===== src/rtl/cpu_pkg.sv =====
// Shared RV32I core definitions: control-unit operation codes and the reset fetch address.
package cpu_pkg;

  typedef enum logic [5:0] {
    CU_NOP   = 6'h00,
    CU_ADD   = 6'h01,
    CU_SUB   = 6'h02,
    CU_AND   = 6'h03,
    CU_OR    = 6'h04,
    CU_XOR   = 6'h05,
    CU_SLL   = 6'h06,
    CU_SRL   = 6'h07,
    CU_SRA   = 6'h08,
    CU_SLT   = 6'h09,
    CU_SLTU  = 6'h0A,
    CU_LUI   = 6'h0B,
    CU_AUIPC = 6'h0C,
    CU_LOAD  = 6'h0D,
    CU_STORE = 6'h0E,
    CU_FENCE = 6'h0F,
    CU_BEQ   = 6'h10,
    CU_BNE   = 6'h11,
    CU_BLT   = 6'h12,
    CU_BGE   = 6'h13,
    CU_BLTU  = 6'h14,
    CU_BGEU  = 6'h15,
    CU_JAL   = 6'h16,
    CU_JALR  = 6'h17,
    CU_ECALL = 6'h18
  } cu_op_t;

  localparam logic [31:0] RESET_PC    = 32'h0000_0000;
  localparam logic [31:0] INSTR_BYTES = 32'h0000_0004;

  // negative already carries signed/unsigned meaning chosen by the ALU
  function automatic logic branch_taken(input cu_op_t op, input logic zero, input logic negative);
    logic taken;
    case (op)
      CU_BEQ:  taken = zero;
      CU_BNE:  taken = ~zero;
      CU_BLT:  taken = negative;
      CU_BLTU: taken = negative;
      CU_BGE:  taken = ~negative;
      CU_BGEU: taken = ~negative;
      default: taken = 1'b0;
    endcase
    return taken;
  endfunction

endpackage


===== src/rtl/pc_next_logic.sv =====
// Combinational next-fetch-address and link-address selection for the program counter.
module pc_next_logic
  import cpu_pkg::*;
(
  input  logic [31:0] pc,
  input  cu_op_t      cu_op,
  input  logic [31:0] rs1_read,
  input  logic [31:0] sign_extend,
  input  logic        zero,
  input  logic        negative,
  output logic [31:0] next_pc,
  output logic [31:0] link_addr
);

  logic [31:0] seq_pc_s;
  logic [31:0] rel_pc_s;
  logic [31:0] jalr_pc_s;

  assign seq_pc_s  = pc + INSTR_BYTES;
  assign rel_pc_s  = pc + sign_extend;
  assign jalr_pc_s = rs1_read + sign_extend;
  assign link_addr = seq_pc_s;

  // Target select; unknown codes fall through to sequential fetch
  always_comb begin
    next_pc = seq_pc_s;
    case (cu_op)
      CU_JAL:  next_pc = rel_pc_s;
      CU_JALR: next_pc = {jalr_pc_s[31:1], 1'b0};
      CU_BEQ, CU_BNE, CU_BLT, CU_BGE, CU_BLTU, CU_BGEU: begin
        if (branch_taken(cu_op, zero, negative)) begin
          next_pc = rel_pc_s;
        end else begin
          next_pc = seq_pc_s;
        end
      end
      default: next_pc = seq_pc_s;
    endcase
  end

endmodule


===== src/rtl/pc_unit.sv =====
// Program counter register for the single-cycle RV32I core; advances on instruction-memory ready.
module pc_unit
  import cpu_pkg::*;
(
  input  logic        clk,
  input  logic        nRST,
  input  cu_op_t      CUOp,
  input  logic [31:0] rs1Read,
  input  logic [31:0] signExtend,
  input  logic        zero,
  input  logic        negative,
  input  logic        iready,
  output logic [31:0] PC,
  output logic [31:0] nextPC,
  output logic [31:0] linkAddr
);

  logic [31:0] pc_r;
  logic [31:0] next_pc_s;
  logic [31:0] link_addr_s;

  pc_next_logic u_next (
    .pc          (pc_r),
    .cu_op       (CUOp),
    .rs1_read    (rs1Read),
    .sign_extend (signExtend),
    .zero        (zero),
    .negative    (negative),
    .next_pc     (next_pc_s),
    .link_addr   (link_addr_s)
  );

  // Fetch-address register: reset name is historical, the level is active-high
  always_ff @(posedge clk or posedge nRST) begin
    if (nRST) begin
      pc_r <= RESET_PC;
    end else if (iready) begin
      pc_r <= next_pc_s;
    end else begin
      pc_r <= pc_r;
    end
  end

  assign PC       = pc_r;
  assign nextPC   = next_pc_s;
  assign linkAddr = link_addr_s;

endmodule


===== config.mk =====
export PLATFORM = sky130hd
export DESIGN_NAME = pc_unit
export DESIGN_NICKNAME = d
export VERILOG_FILES = /design/src/rtl/cpu_pkg.sv /design/src/rtl/pc_next_logic.sv /design/src/rtl/pc_unit.sv
export SDC_FILE = /design/constraint.sdc
export NUM_CORES = 1
export LEC_CHECK = 0
export CAP_MARGIN = 25
export CORE_MARGIN = 8
export CORE_UTILIZATION = 35
export DETAILED_ROUTE_END_ITERATION = 8
export SYNTH_ARGS = -nofsm -noshare
export SYNTH_HDL_FRONTEND = slang
export SYNTH_HIERARCHICAL = 1
export SYNTH_SLANG_ARGS = --single-unit

===== constraint.sdc =====
create_clock -name clk -period 4.6 [get_ports clk]
set_clock_uncertainty 0.2 [all_clocks]
set_input_delay 0.92 -clock clk [delete_from_list [all_inputs] [get_ports clk]]
set_output_delay 0.92 -clock clk [all_outputs]
set_load 0.03 [all_outputs]

==> results of run 1 <==
[cell families (layout without fill, tap and decap cells)]
logic type | after synthesis | count (layout) | share of synthesized area [%]
DFF | 32 | 32 | 13.9
and+or+nand+nor | 220 | 220 | 19.0
xor gates and xnor gates | 79 | 79 | 12.0
muxes | 36 | 36 | 8.90
AOI/OAI and AO/OA | 237 | 237 | 27.7
adders and majority gates | 64 | 64 | 14.2
buffers and inverters | 50 | 374 | 4.36
[metrics by stage]
stage	instance area (sq um)	setup TNS, ns	hold slack (ns)	instances
final	9840	0	0.414	1262
after global routing	9840	-0.0646	0.445	1262
after CTS	9510	-0.0612	0.417	1256
after detailed placement	8860	-6.99	0.401	1232
after global placement	8860	-6.81	0.407	1232
after floorplan	5760	0	0.578	718
[final cells by class]
cell class | count | area share [%]
Clock buffer | 8 | 1.49
Inverter | 19 | 0.725
Timing Repair Buffer | 347 | 32.0
Multi-Input combinational cell | 636 | 54.8
Tap cell | 220 | 2.80
Sequential cell | 32 | 8.14
[placed cells by master, fill, tap and decap left out, types with 10 or more instances in the layout]
cell type	n
a21o_1	19
a21oi_1	42
a21oi_2	15
a22oi_1	12
buf_12	18
buf_4	188
clkdlybuf4s50_1	102
dfrtp_1	32
dlygate4sd2_1	13
dlymetal6s2s_1	10
ha_1	34
ha_4	24
inv_1	17
mux2_4	30
nand2_1	70
nand3_1	25
nand4_1	21
nor2_1	36
nor2b_1	10
nor3_1	13
o21ai_0	36
o21ai_1	13
xnor2_1	48
xor2_1	31
[repair_timing]
| item | CTS | global route |
|---|---|---|
| endpoints found under the hold margin | 0 | 0 |
| endpoints found under the setup margin | 24 | 21 |
| pin swaps | 36 | 45 |
| setup buffers | 16 | 6 |
| gates resized for setup | 120 | 72 |
[Yosys cell counts, drive strengths merged, types with 6 or more instances]
library cell / instances
a211oi: 10
nand3: 27
nand2b: 6
a22oi: 12
nor3: 14
o221ai: 13
and4: 7
xnor2: 48
o21ai: 55
nor2b: 12
nor2: 38
nand2: 71
a21o: 19
buf: 6
clkbuf: 25
inv: 19
a21oi: 59
o21a: 9
ha: 62
dfrtp: 32
a31oi: 7
o211ai: 8
and3: 8
nand4: 21
mux2: 32
xor2: 31
o31ai: 6
[routing by layer]
metal	routed length [um]	global-route usage (%)	share of wire [%]
met1	11100	30.4	45
met2	11400	38.2	46
met3	1750	4.29	7.1
met4	363	4.11	1.5
met5	0	0	0
[worst paths after layout]
check	start	end	slack, ns	cells past startpoint
min	PC[31]$_DFFE_PP0P_	PC[31]$_DFFE_PP0P_	0.41	1
max in group asynchronous	nRST	PC[15]$_DFFE_PP0P_	3.01	3
min reg2reg	PC[31]$_DFFE_PP0P_	PC[31]$_DFFE_PP0P_	0.41	1
max	rs1Read[2]	nextPC[13]	0.04	12
min in group asynchronous	nRST	PC[29]$_DFFE_PP0P_	0.85	3
max reg2reg	PC[0]$_DFFE_PP0P_	PC[28]$_DFFE_PP0P_	0.45	21
[report_power, final]
part	internal (mW)	switching, mW	leakage, nW	total, mW
clock	0.217	0.152	0.0712	0.369
combinational	2.58	2.73	3.86	5.31
sequential	0.416	0.322	0.393	0.739
[worst max-delay path, delay by kind of cell]
family / cells / cell delay (ns)
compound gates: 6 / 1.33
fa+ha+maj: 1 / 0.30
buf+inv: 3 / 0.58
simple gates: 2 / 0.31
==> results.txt, run 1 <==
----------------------------------------------------
[Setup path]
  Peak fanout along the critical path ... 4
  Critical path required time ... 3.48 ns
  Critical path startpoint category ... input pin
  Slowest stage cell on the critical path ... a221o_1
  CP Capture Type ... primary output
  Cell breakdown of the critical path ... dlygate4sd2_1 -> ha_4 -> nand4_1 -> a211oi_2 -> buf_4 -> o21ai_2 -> nand2b_1 -> a41oi_2 -> o21a_1 -> o211ai_1 -> a221o_1 -> buf_12
  Arrival time at the worst endpoint ... ~3.4 ns
  Crit-path max cell delay ... about 0.31 ns
  Type of the setup path with the least slack ... in -> out

[Timing]
  Max-slew violation count ... 0
  Final Cycle Share ... slightly below 100%
  Final-report setup violation count ... 0
  Measured slew at the worst slew-check pin ... approximately 1.0 ns
  Hold Vio Cnt, Final ... 0
  Final Critical Period ... ~4.6 ns
  Final Worst Setup Slack ... between 0.04 and 0.05 ns
  Relative slew margins ... between 20% and 30%
  Highest clock frequency the design can meet ... 219 MHz
  RSZ-0062 raised after global routing ... yes

[Die]
  DIE HEIGHT ... ~140 um
  Initial core utilization ... a little over a third
  Num ports ... 171
  Placeable core region ... about 16,000 sq um
  Die Outline Area ... about 21,000 sq um
  Die X-Extent ... between 100 and 150 um
  Site Rows ... 47

[Placement]
  Hpwl dp ... 19,000 um
  Setup Slack @ Placement ... -0.471 ns
  IO buf count ... 170
  Routability Congestion ... slightly above 0.9

[Synth]
  Mapped Cells ... approximately 720
  Share of the yosys chip area belonging to registers ... between 10% and 20%
  Post-synthesis cell type with the largest combined area ... dfrtp_1
  Area of the mapped netlist ... 5760 sq um
  Total of flip-flops plus latches after synthesis ... 32
  Mapped Avg Cell Area ... between 8 and 9 sq um
  Biggest area contributors in the synthesized netlist ... dfrtp_1 14%, ha_1 13%, mux2_4 7.8%, xnor2_1 7.3%, a21oi_1 5.1%
  Count of flip-flops with a built-in enable after synthesis ... 0
  Share of Yosys cell area claimed by the top area cell type ... approximately 14%
  Fraction of registers with async set/reset ... 100%
  Synthesis Warnings ... 6
  Net Count, Synth ... 857
  Flip-flop cell with the highest count after synthesis ... dfrtp_1
  Count of cell types in the netlist ... 64

[Drt]
  Routed via count divided by cell count ... between 5 and 6
  DRC violations left ... 0
  Via count ... approximately 7,000
  Post-route antenna net violation count ... 0
  Wirelength per Cell ... ~20 um
  Routed wire length ... 24,600 um
  Iteration count of the initial detailed-routing pass ... 4
  Detailed Route Iter0 Violations ... 468

[Clocking]
  Worst-Skew Late Latency ... 0.30 ns
  CTS Root Buffer Type ... clkbuf_16
  CTS Buffer Depth ... 2
  H-tree Lvls ... 2
  Total of hold buffers inserted after clock tree synthesis ... 0
  CTS tree ... built
  CTS sink cnt ... 32
  TritonCTS buffer count ... 5
  Clk pin slew, worst setup/hold paths ... 0.06 ns

[Global routing]
  Total overflow reported by the global router ... 0
  Vias in the first global route ... between 7,000 and 8,000
  GR Util All Layers ... a little under a quarter
  Largest net degree at the start of global routing ... 33
  First-pass GRT wire length ... between 30,000 and 40,000 um
  Number of antenna violations at the first check in global routing ... 0

[Flow run]
  Max-cap violations ... 0

[Status]
  Status ... finished clean

[Final layout]
  Final layout net count ... between 1,000 and 1,500
  Layout fillers ... ~1,500
  Sequential cell area ... 801 sq um
  Synth-to-Final Area Change ... 70.7%
  Multi-input combinational cell area ... approximately 5400 sq um
  Antenna diode instance count ... 0
  Fraction of final layout cells sized beyond drive strength 1 ... between 30% and 40%
  Final cell utilization of the core ... approximately three fifths
  Flip-flop count of the largest register, all copies and words added ... 32

[Hold path]
  Worst min-delay path class ... reg -> reg

[Power and ir drop]
  Leakage power total ... about 4.3 nW
  Final Total Pwr ... ~6.4 mW
  Largest voltage drop on the vdd net ... roughly 360 uV
  Pwr/cell area ... 652 nW/um^2

----------------------------------------------------
Power figures use the tool's default switching activity.
==> inputs of run 2 (changes only) <==
CORE_MARGIN = 3   (was 8)
CTS_CLUSTER_SIZE = 8   (was unset)
==> results.txt, run 2 (synthesis results as in run 1) <==
----------------------------------------------------
[Global routing]
  Vias in the first global route ... a little over 7,000
  Largest net degree at the start of global routing ... 33
  First-pass GRT wire length ... between 30,000 and 40,000 um
  Number of antenna violations at the first check in global routing ... 0
  GR Util All Layers ... between 20% and 30%
  Total overflow reported by the global router ... 0

[Placement]
  Hpwl dp ... about 19,000 um
  Routability Congestion ... 0.931
  IO buf count ... 170

[Die]
  Die Outline Area ... approximately 18,000 sq um
  Initial core utilization ... a little over a third
  Num ports ... around 170
  DIE HEIGHT ... 134 um
  Site Rows ... 46
  Die X-Extent ... 134 um
  Placeable core region ... about 16,000 sq um

[Clocking]
  CTS tree ... built
  CTS Buffer Depth ... 2
  TritonCTS buffer count ... 5
  H-tree Lvls ... 2
  Worst-Skew Late Latency ... 0.30 ns
  CTS sink cnt ... 32
  Total of hold buffers inserted after clock tree synthesis ... 0
  CTS Root Buffer Type ... clkbuf_16
  Clk pin slew, worst setup/hold paths ... about 0.060 ns

[Setup path]
  CP Capture Type ... primary output
  Type of the setup path with the least slack ... in -> out
  Cell breakdown of the critical path ... buf_8 -> ha_4 -> a21o_1 -> or4_4 -> o2111ai_4 -> o211ai_4 -> a211o_4 -> a31oi_4 -> mux2i_1 -> o211ai_2 -> buf_6
  Slowest stage cell on the critical path ... or4_4
  Arrival time at the worst endpoint ... between 3 and 4 ns
  Critical path required time ... 3.48 ns
  Critical path startpoint category ... input pin
  Crit-path max cell delay ... 0.46 ns
  Peak fanout along the critical path ... 4

[Drt]
  Routed via count divided by cell count ... between 5 and 6
  Met2 Wirelength ... approximately 11,000 um
  Wirelength per Cell ... just under 20 um
  Detailed Route Iter0 Violations ... roughly 650
  Post-route antenna net violation count ... 0
  Highest routed layer ... met4
  Routed wire length ... approximately 25,000 um
  Routed wire length on met3 ... 1820 um
  Via count ... a little over 7,000
  Wire length the detailed router placed on met1 ... roughly 11,000 um
  DRC violations left ... 0
  Iteration count of the initial detailed-routing pass ... 5

[Flow run]
  Max-cap violations ... 0

[Timing]
  Relative slew margins ... a little under half
  Final-report setup violation count ... 0
  RSZ-0062 raised after global routing ... yes
  Measured slew at the worst slew-check pin ... about 0.82 ns
  Sum of negative setup slack ... 0 ns
  Final Critical Period ... ~4.6 ns
  Final Cycle Share ... between 90% and 100%
  Max-slew violation count ... 0
  Hold Vio Cnt, Final ... 0
  Highest clock frequency the design can meet ... 219 MHz

[Final layout]
  Layout fillers ... about 1,400
  Final layout net count ... between 1,000 and 1,500
  Synth-to-Final Area Change ... 72.1%
  Fraction of final layout cells sized beyond drive strength 1 ... a little over a third
  Antenna diode instance count ... 0
  Flip-flop count of the largest register, all copies and words added ... 32
  Commonest non-fill, non-tap cell in the layout ... buf_4
  Commonest non-fill, non-tap cells in the layout ... 188 x buf_4, 104 x clkdlybuf4s50_1, 68 x nand2_1, 48 x xnor2_1
  Final cell utilization of the core ... 62.0%

[Power and ir drop]
  Leakage power total ... ~4.4 nW
  Pwr/cell area ... roughly 640 nW/um^2
  Largest voltage drop on the vdd net ... approximately 380 uV

[Hold path]
  Worst min-delay path class ... reg -> reg

[Status]
  Status ... finished clean

----------------------------------------------------
==> run 2: power breakdown <==
| group | switching [mW] | internal (mW) | leakage [nW] | total (mW) |
|---|---|---|---|---|
| Sequential | 0.304 | 0.417 | 0.393 | 0.721 |
| Combinational | 2.76 | 2.54 | 3.89 | 5.30 |
| Clock | 0.149 | 0.217 | 0.0712 | 0.365 |
| Total | 3.21 | 3.17 | 4.35 | 6.38 |
==> run 2: repair_timing <==
| item | 4_1_cts | 5_1_grt |
|---|---|---|
| buffers inserted | 10 | 9 |
| endpoints found under the setup margin | 23 | 20 |
| gates resized for setup | 123 | 96 |
| pin swaps | 32 | 44 |
==> run 2: worst max-delay path: cells and delay by family <==
family	cells	cell delay, ns
buffers and inverters	2	0.26
AND/OR/NAND/NOR	1	0.46
multiplexers	1	0.25
AO/OA/AOI/OAI	6	1.32
adder cells (fa/ha/maj)	1	0.23
==> run 2: per-stage QoR <==
step	hold slack (ns)	cells	cell area (sq um)	power [mW]	worst slack [ns]
floorplan	0.578	718	5760	3.39	0.0285
global placement	0.391	1228	8810	5.51	-0.549
detailed placement	0.409	1229	8840	5.54	-0.519
CTS	0.421	1247	9480	6.19	-0.0852
global route	0.441	1256	9920	6.75	-0.0388
finish	0.417	1256	9920	6.38	0.0288
==> run 2: worst paths after layout <==
check	cells after the start	slack (ns)	to	startpoint
worst min-delay path	1	0.42	PC[31]$_DFFE_PP0P_	PC[31]$_DFFE_PP0P_
worst min register to register	1	0.42	PC[31]$_DFFE_PP0P_	PC[31]$_DFFE_PP0P_
worst max-delay path	11	0.03	nextPC[30]	signExtend[4]
min in group asynchronous	2	0.91	PC[31]$_DFFE_PP0P_	nRST
worst max register to register	12	1.31	PC[25]$_DFFE_PP0P_	PC[4]$_DFFE_PP0P_
max in group asynchronous	2	2.77	PC[18]$_DFFE_PP0P_	nRST
==> run 2: cell type report <==
type	count	area, sq um	area share [%]
multi-input combinational	636	5510	55.5
timing repair buffer	345	3130	31.5
sequential	32	801	8.07
tap	216	270	2.72
clock buffer	8	146	1.48
inverter	19	71.3	0.719
==> run 2: layer usage <==
layer  up-vias  GRT usage (%)
li1       3354              -
met1      3422           36.4
met2       312           41.3
met3        49           4.24
met4         0           7.81
met5         -              0
==> inputs of run 3 (changes only) <==
SETUP_SLACK_MARGIN = 0.4   (was unset)
SLEW_MARGIN = 25   (was unset)
==> results.txt, run 3 (synthesis results as in run 1) <==
----------------------------------------------------
[Status]
  Status ... finished clean

[Setup path]
  Cell breakdown of the critical path ... buf_6 -> ha_4 -> a21o_1 -> or4_4 -> o2111ai_4 -> o211ai_4 -> a211o_4 -> a31oi_4 -> xor2_2 -> o221ai_2 -> buf_12
  Largest delay contributor family on the critical path ... compound AO/OA/AOI/OAI gates
  Type of the setup path with the least slack ... in -> out
  Crit-path max cell delay ... approximately 0.45 ns
  Arrival time at the worst endpoint ... between 3 and 4 ns
  Setup slack, reg-to-reg ... 1.11 ns
  WP buf/inv ... 2
  CP Capture Type ... primary output
  Critical path startpoint category ... input pin
  Peak fanout along the critical path ... 4
  Crit path from ... rs1Read[4]
  Startpoint of the lowest-slack register-to-register path ... PC[7]$_DFFE_PP0P_
  Slowest stage cell on the critical path ... or4_4
  Critical path required time ... about 3.5 ns

[Hold path]
  Worst min-delay path class ... reg -> reg
  Start point of the worst hold path ... PC[10]$_DFFE_PP0P_

[Final layout]
  Fraction of final layout cells sized beyond drive strength 1 ... between 40 and 50%
  Final layout net count ... around 1,200
  Number of standard cells in the layout, taps in and fillers out ... approximately 1,300
  Final cell utilization of the core ... 69.6%
  Commonest non-fill, non-tap cell in the layout ... buf_4
  Flip-flop count of the largest register, all copies and words added ... 32
  Synth-to-Final Area Change ... 93.2%
  Area of all placed cells without fillers ... 11,100 sq um
  Commonest non-fill, non-tap cells in the layout ... 204 x buf_4, 70 x clkdlybuf4s50_1, 60 x nand2_1, 44 x ha_4, 38 x xnor2_1
  Antenna diode instance count ... 0

[Flow run]
  Max-cap violations ... 0

[Clocking]
  CTS sink cnt ... 32
  Worst-Skew Late Latency ... 0.30 ns
  CTS Buffer Depth ... 2
  CTS tree ... built
  Total of hold buffers inserted after clock tree synthesis ... 0
  TritonCTS buffer count ... 5
  CTS Root Buffer Type ... clkbuf_16
  Clk pin slew, worst setup/hold paths ... 0.06 ns
  H-tree Lvls ... 2

[Timing]
  Final Worst Setup Slack ... 0.0205 ns
  Final Critical Period ... 4.58 ns
  Tightest hold margin ... 0.419 ns
  Measured slew at the worst slew-check pin ... 0.715 ns
  Final Cycle Share ... between 90% and 100%
  Relative slew margins ... between 50% and 60%
  Sum of negative setup slack ... 0 ns
  Final-report setup violation count ... 0
  RSZ-0062 raised after global routing ... yes
  Hold Vio Cnt, Final ... 0
  Max-slew violation count ... 0
  Highest clock frequency the design can meet ... between 200 and 250 MHz

[Die]
  Site Rows ... 46
  Die Outline Area ... 18,000 sq um
  Initial core utilization ... 36.0%
  Die X-Extent ... approximately 130 um
  Num ports ... about 170
  Placeable core region ... about 16,000 sq um
  DIE HEIGHT ... around 130 um

[Power and ir drop]
  Pwr/cell area ... between 600 and 700 nW/um^2
  Final Total Pwr ... 7.09 mW
  Largest voltage drop on the vdd net ... between 400 and 500 uV
  Leakage power total ... between 4 and 5 nW

[Global routing]
  First-pass GRT wire length ... approximately 42,000 um
  Total overflow reported by the global router ... 0
  Vias in the first global route ... 7,612
  Largest net degree at the start of global routing ... 33
  Number of antenna violations at the first check in global routing ... 0
  GR Util All Layers ... between 20 and 30%

[Placement]
  Routability Congestion ... 0.981
  Setup Slack @ Placement ... -0.497 ns
  Area of placed instances ... 8960 sq um
  Dpl cells ... about 1,200
  IO buf count ... between 150 and 200
  Hpwl dp ... 20,000 um

[Drt]
  Iteration count of the initial detailed-routing pass ... 6
  Wirelength per Cell ... ~21 um
  Detailed Route Iter0 Violations ... 520
  Routed wire length ... approximately 28,000 um
  DRC violations left ... 0
  Via count ... approximately 7,500
  Post-route antenna net violation count ... 0
  Routed via count divided by cell count ... roughly 5.7

----------------------------------------------------
==> run 3: cell types whose count changed in the layout (fill, tap and decap cells not counted), sizes merged <==
cell           change
bufinv             +1
dlygate4sd2       +19
clkdlybuf4s15      +9
clkbuf             -7
clkdlybuf4s50     -34
dlymetal6s2s      -10
clkinv             +2
buf               +64
inv                -1
==> run 3: layout make-up <==
| type | instances | area [sq um] |
|---|---|---|
| sequential | 32 | 808 |
| timing repair buffer | 388 | 3520 |
| tap | 216 | 270 |
| inverter | 19 | 73.8 |
| clock buffer | 6 | 129 |
| clock inverter | 2 | 35.0 |
| multi-input combinational | 636 | 6300 |
| fill | 1232 | 4860 |
==> run 3: per-layer routing <==
metal	track usage (%)	share of wire (%)
met5	0	0
met4	8.26	2.2
met3	4.58	5.6
met2	50.6	49
met1	38.5	44
==> run 3: repair_timing <==
item | in CTS | in global routing
gates resized for setup | 398 | 82
setup buffers | 41 | 20
pin swaps | 114 | 81
setup endpoints to repair | 41 | 42
endpoints found under the hold margin | 0 | 0
==> run 3: worst paths after layout <==
path | depth (start not counted) | end
setup reg to reg | 14 | PC[24]$_DFFE_PP0P_
hold reg to reg | 1 | PC[10]$_DFFE_PP0P_
max in group asynchronous | 3 | PC[10]$_DFFE_PP0P_
min in group asynchronous | 3 | PC[29]$_DFFE_PP0P_
setup / recovery | 11 | nextPC[26]
hold / removal | 1 | PC[10]$_DFFE_PP0P_
==> run 3: where the power goes <==
| group | internal (mW) | total (mW) | switching [mW] |
|---|---|---|---|
| sequential | 0.422 | 0.730 | 0.307 |
| combinational | 2.88 | 5.94 | 3.06 |
| clock | 0.256 | 0.418 | 0.162 |
| total | 3.56 | 7.09 | 3.53 |
